**src/rtl/fpu_mul_arbiter.sv**
```systemverilog
// Round-robin arbiter sharing one combinational FP32 multiplier between two ports.
// Define FPU_MUL_ARB_STATS_EN to add the stat_ops/stat_err response counters.
module fpu_mul_arbiter #(
  parameter int LAT = 2
) (
  input  logic        clk,
  input  logic        rst_n,
  input  logic [1:0]  req_valid,
  output logic [1:0]  req_ready,
  input  logic [31:0] req_a0,
  input  logic [31:0] req_b0,
  input  logic [31:0] req_a1,
  input  logic [31:0] req_b1,
  input  logic [1:0]  req_rm0,
  input  logic [1:0]  req_rm1,
  output logic [31:0] mul_a,
  output logic [31:0] mul_b,
  output logic [1:0]  mul_round,
  output logic        mul_busy,
  input  logic [31:0] mul_result,
  input  logic        mul_error,
  input  logic        mul_overflow,
  output logic        resp_valid,
  input  logic        resp_ready,
  output logic        resp_id,
  output logic [31:0] resp_result,
  output logic        resp_error,
  output logic        resp_overflow
`ifdef FPU_MUL_ARB_STATS_EN
  ,
  output logic [15:0] stat_ops,
  output logic [15:0] stat_err
`endif
);

  typedef enum logic [1:0] {
    IDLE,
    BUSY,
    RESP
  } state_e;

  state_e      state_q;
  logic        last_q;
  logic [3:0]  cnt_q;
  logic [31:0] a_q;
  logic [31:0] b_q;
  logic [1:0]  rm_q;
  logic        id_q;
  logic [31:0] res_q;
  logic        err_q;
  logic        ovf_q;
  logic        gnt;
  logic        acc;

  // On a tie the port that did not win last time gets the grant.
  always_comb begin
    gnt = (&req_valid) ? ~last_q : req_valid[1];
    req_ready = 2'b00;
    if (rst_n && state_q == IDLE && |req_valid)
      req_ready[gnt] = 1'b1;
    acc = |(req_valid & req_ready);
  end

  always_ff @(posedge clk or negedge rst_n) begin
    if (!rst_n) begin
      state_q <= IDLE;
      last_q  <= 1'b1;
      cnt_q   <= 4'd0;
      a_q     <= 32'd0;
      b_q     <= 32'd0;
      rm_q    <= 2'd0;
      id_q    <= 1'b0;
      res_q   <= 32'd0;
      err_q   <= 1'b0;
      ovf_q   <= 1'b0;
    end else begin
      case (state_q)
        IDLE: begin
          if (acc) begin
            id_q    <= gnt;
            last_q  <= gnt;
            a_q     <= gnt ? req_a1 : req_a0;
            b_q     <= gnt ? req_b1 : req_b0;
            rm_q    <= gnt ? req_rm1 : req_rm0;
            cnt_q   <= 4'(LAT);
            state_q <= BUSY;
          end
        end
        BUSY: begin
          if (cnt_q == 4'd1) begin
            res_q   <= mul_result;
            err_q   <= mul_error;
            ovf_q   <= mul_overflow;
            state_q <= RESP;
          end else begin
            cnt_q <= cnt_q - 4'd1;
          end
        end
        RESP: begin
          if (resp_ready)
            state_q <= IDLE;
        end
        default: state_q <= IDLE;
      endcase
    end
  end

  assign mul_a         = a_q;
  assign mul_b         = b_q;
  assign mul_round     = rm_q;
  assign mul_busy      = (state_q == BUSY);
  assign resp_valid    = (state_q == RESP);
  assign resp_id       = id_q;
  assign resp_result   = res_q;
  assign resp_error    = err_q;
  assign resp_overflow = ovf_q;

`ifdef FPU_MUL_ARB_STATS_EN
  logic [15:0] ops_q;
  logic [15:0] errc_q;
  logic        hs;

  assign hs = (state_q == RESP) && resp_ready;

  always_ff @(posedge clk or negedge rst_n) begin
    if (!rst_n) begin
      ops_q  <= 16'd0;
      errc_q <= 16'd0;
    end else if (hs) begin
      if (ops_q != 16'hFFFF)
        ops_q <= ops_q + 16'd1;
      if ((err_q | ovf_q) && errc_q != 16'hFFFF)
        errc_q <= errc_q + 16'd1;
    end
  end

  assign stat_ops = ops_q;
  assign stat_err = errc_q;
`endif

endmodule

```
**config.mk**
```make
export PLATFORM = sky130hd
export DESIGN_NAME = fpu_mul_arbiter
export DESIGN_NICKNAME = d
export VERILOG_FILES = /design/src/rtl/fpu_mul_arbiter.sv
export SDC_FILE = /design/constraint.sdc
export NUM_CORES = 1
export LEC_CHECK = 0
export ABC_AREA = 0
export CORE_UTILIZATION = 38
export DETAILED_ROUTE_END_ITERATION = 7
export GPL_TIMING_DRIVEN = 0
export PLACE_DENSITY = 0.81
export SETUP_SLACK_MARGIN = 0.15
export SYNTH_ARGS = -nofsm -noshare
export SYNTH_HDL_FRONTEND = slang
export SYNTH_SLANG_ARGS = --single-unit
```
**constraint.sdc**
```tcl
create_clock -name clk -period 1.95 [get_ports clk]
set_input_delay 0.2925 -clock clk [delete_from_list [all_inputs] [get_ports clk]]
set_output_delay 0.2925 -clock clk [all_outputs]
set_load 0.02 [all_outputs]
```
# Word-level counts from Yosys, hierarchy flattened
# Index checks and enable logic that the tools add are counted.
[totals] regBits=108 latchBits=0 ramBits=0 mem_bits_ro=0 in_bits=171 out_inout_bits=105 word_cells=48 mem_count=0
[op_classes] addsub=1 mul=0 div=0 magnitude_cmp=2 n_eq_ne=7 shifts=0 n_mux=14 bitwise_logic=2 reduce_logical=12
[op_table] op="32-bit 2-to-1 mux" count=2
[op_table] op="2-bit 2-to-1 mux" count=5
[op_table] op="4-bit 2-to-1 mux" count=2
[op_table] op="4-bit one-hot mux with 2 select lines" count=1
[op_table] op="2-bit one-hot mux with 3 select lines" count=1
[op_table] op="2-bit AND reduction" count=3
[op_table] op="3-bit AND reduction" count=2
[op_table] op="4-bit by 1-bit equality test with 1-bit output, second input constant" count=1
[op_table] op="2-bit by 1-bit inequality test with 1-bit output, second input constant" count=2
[op_table] op="2-bit inequality test, second input constant" count=2
[op_table] op="2-bit OR reduction" count=2
[op_table] op="4-bit by 1-bit subtractor with 4-bit output, second input constant" count=1
[op_table] op="1-bit logical AND" count=3
[op_table] op="2-bit bitwise AND" count=1
[op_table] op="2-bit by 1-bit equality test with 1-bit output, second input constant" count=1
[op_table] op="2-bit equality test, second input constant" count=1
[op_table] op="2-bit logical NOT" count=1
[op_table] op="1-bit by 2-bit < comparator with 1-bit output, second input constant" count=1
[op_table] op="1-bit 2-to-1 mux" count=2
[op_table] op="2-bit nonzero test" count=1
[op_table] op="1-bit demux with 1-bit select" count=1
[op_table] op="1-bit >= comparator, second input constant" count=1
[op_table] op="1-bit inverter" count=1

# Longest topological paths before layout
[depth] depth_word=11 depth_mapped=6 mapped_depth_nobuf=5

# Least setup slack after synthesis
# Ideal clock, no wire load.
[synth_timing] kind="register -> output" startpoint="reg state_q[1]" endpoint="out req_ready[0]" arrival_ps=1422 required_time_ps=1657 slack_ps=236 path_stages_with_launch=5 n_path_buf=2 path_cell_list="dfrtp_1 or3b_1 buf_6 nor3b_4 buf_6"
[synth_via] elab_chain_len=4
[synth_lines] item="start: declaration" line="42" source="state_e state_q;"
[synth_lines] item="start signal: assignment" line="66" source="state_q <= IDLE;"
[synth_lines] item="start signal: assignment" line="86" source="state_q <= BUSY;"
[synth_lines] item="start signal: assignment" line="94" source="state_q <= RESP;"
[synth_lines] item="2-bit logical NOT" line="59" source="if (rst_n && state_q == IDLE && |req_valid)"
[synth_lines] item="1-bit logical AND (2 in a row)" line="59"
[synth_lines] item="2-bit 2-to-1 mux" line="59"
[synth_lines] item="end: declaration" line="9" source="output logic [1:0] req_ready,"
# No other way between the ends.

# Worst setup path after layout
[layout_timing] startpoint="reg state_q[1]" endpoint="out req_ready[1]"
# Same word-level chain as after synthesis.

==> out/results.txt <==
drt wl/cell: 18.7 um
core area: 12100 um2
Congestion Overflow GR: 0
io pins: 276
layout cells sized above 1: 19.9%
Placement Rows: 40
# port buffers: 275
Compound-Gate Fraction of Synth Area: 22.1%
first-pass GRT wire length: 24600 um
Routed Antenna Nets: 0
Worst VDD drop: 0.792 mV
Post-DP Area: 7720 um2
EDFF count, synth: 0
GRT Overall Usage: 24.5%
Setup violations, final: 2
largest family of logic cells by synthesized area: compound AO/OA/AOI/OAI gates
CTS tree: yes
vias in the first global route: 4766
critical path class: reg -> out
Iter 0 DRT Violations: 166
DR vias: 4378
Synth cell types: 32
reg-to-reg startpoint: state_q[1]
Crit path top cell by count: buf_6
slowest stage delay, CP: 0.40 ns
maxcap violations: 0
Worst setup SP type: flop
Worst Hold Class: in -> async
wire length on met3: 1040 um
failing checks: negative setup slack
fin crit share: 103%
Syn Area/Cell: 13.1 um2
clk root buf: clkbuf_16
fmax: 498 MHz
Worst-Margin Slew: 0.960 ns
met2 routed WL: 8280 um
fin util: 71.6%
final-report hold violation count: 0
post-synth top area share: 56.5%
mux contribution to synthesized area: 13.4%
worst reg-to-reg path cell count: 7
DR vias/cell: 5.17
HPWL Detailed: 11400 um
fin. max-slew vios: 0
Fin Hold WS: 0.00878 ns
starting density of the core: 39.3%
Synth area leaders: dfrtp_1, a221o_1, mux2_2
Power Density: 1460 nW/um2
Metal-1 WL: 6180 um
Critical Path Sink Type: output port
worst reg-to-reg setup slack: 0.03 ns
post-layout instance area: 8630 um2
DR pass1 iterations: 4
worst skew pair latency: 0.34 ns
Main synth FF type: dfrtp_1
dominant cell by count in the synthesized netlist: dfrtp_1
r2r endpoint: mul_b[8]
largest area contributor in the netlist: dfrtp_1
Synth async-reset ratio: 100%
Final GP Congestion: 0.781
multi-input combinational cell area: 1940 um2
number of cells on the critical path: 6
status: complete, but fails checks
register area share after synthesis: 57.1%
antenna fix cells: 0
slowest CP cell: or3b_1
clock sinks: 108
post-synthesis cell area: 4740 um2
Worst-path clk slew: 0.08 ns
post-route DRC violation count: 0
relative slew slack: 35.8%
maximum root-to-sink buffer count: 2
post-synthesis adder-cell area fraction: 0.528%
sum of buffers and inverters on the critical path: 4
uppermost layer routed: met4
CP required: 1.66 ns
synthesized-area fraction occupied by and/or/nand/nor cells: 2.46%
die area: 12900 um2
Leakage: 3.68 nW
CP delay by family, top: simple AND/OR/NAND/NOR gates
H-tree depth: 3
Die Ht: 114 um
Nets: 846
crit path max fanout: 4
pin count of the biggest net entering global routing: 35
final worst-path setup slack: -0.0581 ns
DRT Wirelength: 15800 um
unrepaired setup endpoints after global routing: yes
synthesis-to-finish area growth: 82.3%
CP arrival: 1.72 ns
Yosys reg bits: 108
synth warn: 0
Mapped Cells: 361
Post-Synth XOR/XNOR Area: 0%
Critical Path End: req_ready[1]
Die Wd: 114 um
initial antenna violation count: 0
Setup crit start: state_q[1]
CP Cell Sequence: or3b_1, buf_6, buf_6, nor2_4, buf_6, buf_6
Layout fillers: 902
sequential cell area: 2700 um2
total power: 12.6 mW
fin crit period: 2.01 ns
syn nets: 534
top cells by count, synth: dfrtp_1, a221o_1, o21a_1
Setup Skew: 0.0106 ns
CTS Buf Count: 9
routing by layer:
metal	up-vias	global-route usage, %
met5	-	0
met4	0	7.72
li1	1997	-
met2	179	45.3
met3	23	5.26
met1	2179	28.2
repair_timing:
action / 4_1_cts / 5_1_grt
endpoints found under the hold margin: 57 / 0
endpoints found under the setup margin: 106 / 100
hold buffers: 3 / 0
pin swaps: 3 / 28
gates cloned: 3 / 4
gates resized for setup: 54 / 60
setup buffers: 8 / 7
worst min-delay path by stage:
stage / cells past startpoint / to / startpoint / slack [ns]
floorplan: 0 / cnt_q[0] / rst_n / -0.003
global placement: 1 / resp_id / resp_id / 0.46
detailed placement: 1 / resp_result[18] / rst_n / 0.31
CTS: 2 / mul_a[17] / rst_n / 0.01
global route: 2 / mul_a[30] / rst_n / 0.006
finish: 2 / state_q[1] / rst_n / 0.009
metrics by stage:
step,TNS (ns),setup slack (ns),std cells
global route,-0.513,-0.125,846
CTS,-0.142,-0.0820,835
floorplan,0,0.236,361
detailed placement,-51.62,-1.34,805
finish,-0.116,-0.0581,846
global placement,-663.38,-4.57,804
worst register-to-register path, delay by kind of cell, from the launching register on:
| family | cells | cell delay, ns |
|---|---|---|
| AO/OA/AOI/OAI | 2 | 0.46 |
| AND/OR/NAND/NOR | 1 | 0.40 |
| buffers and inverters | 4 | 0.56 |
| flip-flops | 1 | 0.38 |
cells by family (layout without fill, tap and decap cells):
family / after synthesis / count (layout)
adder cells (fa/ha/maj): 2 / 2
buffers and inverters: 36 / 353
flip-flops: 108 / 108
AO/OA/AOI/OAI: 141 / 141
multiplexers: 59 / 59
AND/OR/NAND/NOR: 15 / 15
power breakdown:
| part | total [mW] | leakage [nW] | switching, mW | internal [mW] |
|---|---|---|---|---|
| registers | 3.94 | 1.31 | 0.609 | 3.33 |
| logic | 6.89 | 2.22 | 3.16 | 3.73 |
| clock network | 1.81 | 0.148 | 0.851 | 0.955 |
| total | 12.6 | 3.68 | 4.62 | 8.01 |
cell usage in the layout (no fill, tap or decap), drive strengths merged:
cell and count:
o21a 43, dfstp 1, a21o 2, or3b 1
bufbuf 3, nor3b 3, buf 42, inv 6
clkinv 3, a21bo 1, dlygate4sd2 1, nor2 2
o21ai 50, nand2 2, dlygate4sd3 3, o22ai 1
clkbuf 25, or2b 1, nand2b 1, nor2b 1
or2 1, or3 2, mux2 35, ha 2
mux2i 24, dfrtp 107, a221o 43, a21boi 1
clkdlybuf4s50 270, or4 1
registers in the layout (all words and copies together) (netlist names):
| register | count |
|---|---|
| mul_a | 32 |
| mul_b | 32 |
| resp_result | 32 |
| cnt_q | 4 |
| mul_round | 2 |
| state_q | 2 |
| last_q | 1 |
| resp_error | 1 |
| resp_id | 1 |
| resp_overflow | 1 |
cell type report:
| class | instances | share of cell area, % |
|---|---|---|
| flip-flops and latches | 108 | 31.3 |
| clock buffers | 11 | 2.93 |
| plain buffers | 32 | 3.71 |
| inverters | 4 | 0.174 |
| multi-input cells | 217 | 22.5 |
| clock inverters | 5 | 0.493 |
| repair buffers | 301 | 36.4 |
| well taps | 168 | 2.44 |
Note: power is estimated with default switching activity, not from simulation.
==> RTL change: new RTL, same flow settings <==
Build with the macro `FPU_MUL_ARB_STATS_EN` defined.
--- a/src/rtl/fpu_mul_arbiter.sv
+++ b/src/rtl/fpu_mul_arbiter.sv
@@ -2,2 +2,4 @@
 // Define FPU_MUL_ARB_STATS_EN to add the stat_ops/stat_err response counters.
+`define FPU_MUL_ARB_STATS_EN
+
 module fpu_mul_arbiter #(
Function (old outputs only; new: stat_err and stat_ops): kept (Yosys induction, for registers that start in step).
==> RTL change against the unedited design <==
  * The run still ends with setup timing left
  * Worst hold slack gained 450 ps
  * Maximum frequency shrank 0.53%
  * Count of clock-buffer cells in the layout grew 14
  * Largest power group unchanged
  * Sequential cell count grew 32
  * Die area grew 29%
  * Power grew 15%
  * Sequential share of layout area grew 1.1 points
  * Wire length grew 28%
  * Setup slack lost 11 ps
  * Design area grew 25%
  * Via count grew 32%
  * Synthesized area grew 30%
  * First-iteration DRC count grew 49%
==> RTL change: results (changes against the unedited design) <==
P&R area growth vs syn 76.0%; Placed Area 9520 um2 (+23%); Crit path max-delay family buffers and inverters; CP Capture Point req_ready[0]; PortBufs 307 (+12%); violated checks setup timing; met2 usage 41.5% (-3.8 points); depth of the most critical reg-to-reg path 6 (-1); Layout Nets 1,089 (+29%); met2 wire length 10.3 mm (+24%); H-tree depth 4 (+1); Leak Pwr 5.07 nW (+38%); CTS clk-pin slew, worst paths 60 ps (-20 ps); initial DRC count 248 (+49%); Cell variety after synth 46 (+44%); GRT met1 Usage 27.3% (-0.89 points); met3 wire length 1.64 mm (+59%); clock buf count 25 (+14); WL per Instance 17.7 um (-5.3%); layout cells sized above 1 18.2% (-1.7 points); Final Wtd Congestion 0.800 (+2.5%); most frequent cells after synthesis dfrtp_1, nand2_1, a32oi_1, mux2_2; via count 5,759 (+32%); status complete, but fails checks; first-pass GRT wire length 29.9 mm (+22%); grt met3 use 7.56% (+2.3 points); Logic inverters 6 (+2); Non-clock buffering overhead 34.7% (-5.5 points); Clk Latency, worst-skew pair 410 ps (+70 ps); post-synthesis sequential element count 140 (+30%); number of non-clock buffers 374 (+12%); crit-path max FO 3 (-1); Synth Area in Adders 0.814% (+0.29 points); final worst slack -68.7 ps (-10.6 ps); CTS buffer count 17 (+8); Post-Synth XOR/XNOR Area 3.28% (+3.3 points); multi-input gates 375 (+73%); Reg2Reg Launch Point state_q[0]$_DFFE_PN0P_; Seq area share 32.4% (+1.1 points); number of global-route vias before repair 5,683 (+19%); Hold Path Class reg -> reg; Worst-Margin Slew 421 ps (-539 ps); number of setup violations in the final report 2 (unchanged); mux share of post-synthesis cell area 10.7% (-2.7 points); Clock Network Area Fraction 5.21% (+1.8 points); Peak VDD IR 0.000823 V (+3.9%)
[RTL change: power groups by stage]
stage | Clock, W | Sequential, W | Combinational, W
2_1_floorplan | 0 | 0.00599 | 0.00164
3_3_place_gp | 0 | 0.00469 | 0.00608
3_5_place_dp | 0 | 0.00475 | 0.00617
4_1_cts | 0.00319 | 0.00472 | 0.00644
5_1_grt | 0.00331 | 0.00488 | 0.00706
6_report | 0.00312 | 0.00475 | 0.00662
[RTL change: metrics by stage]
step                      TNS (ps)  hold WS (ps)  setup WS, ps  instances
after floorplan                  0         -3.09           161        552
after global placement    -1088660           449         -6060       1075
after detailed placement    -52830           356         -1680       1076
after CTS                    -90.7           449         -64.3       1130
after global routing          -215           472          -139       1143
final                        -85.6           460         -68.7       1143
[RTL change: repair_timing]
action	4_1_cts	5_1_grt
endpoints found under the setup margin	122	105
setup buffers	15	13
pin swaps	3	15
cloned	2	0
hold endpoints to repair	105	0
hold buffers	6	0
gates resized for setup	66	92
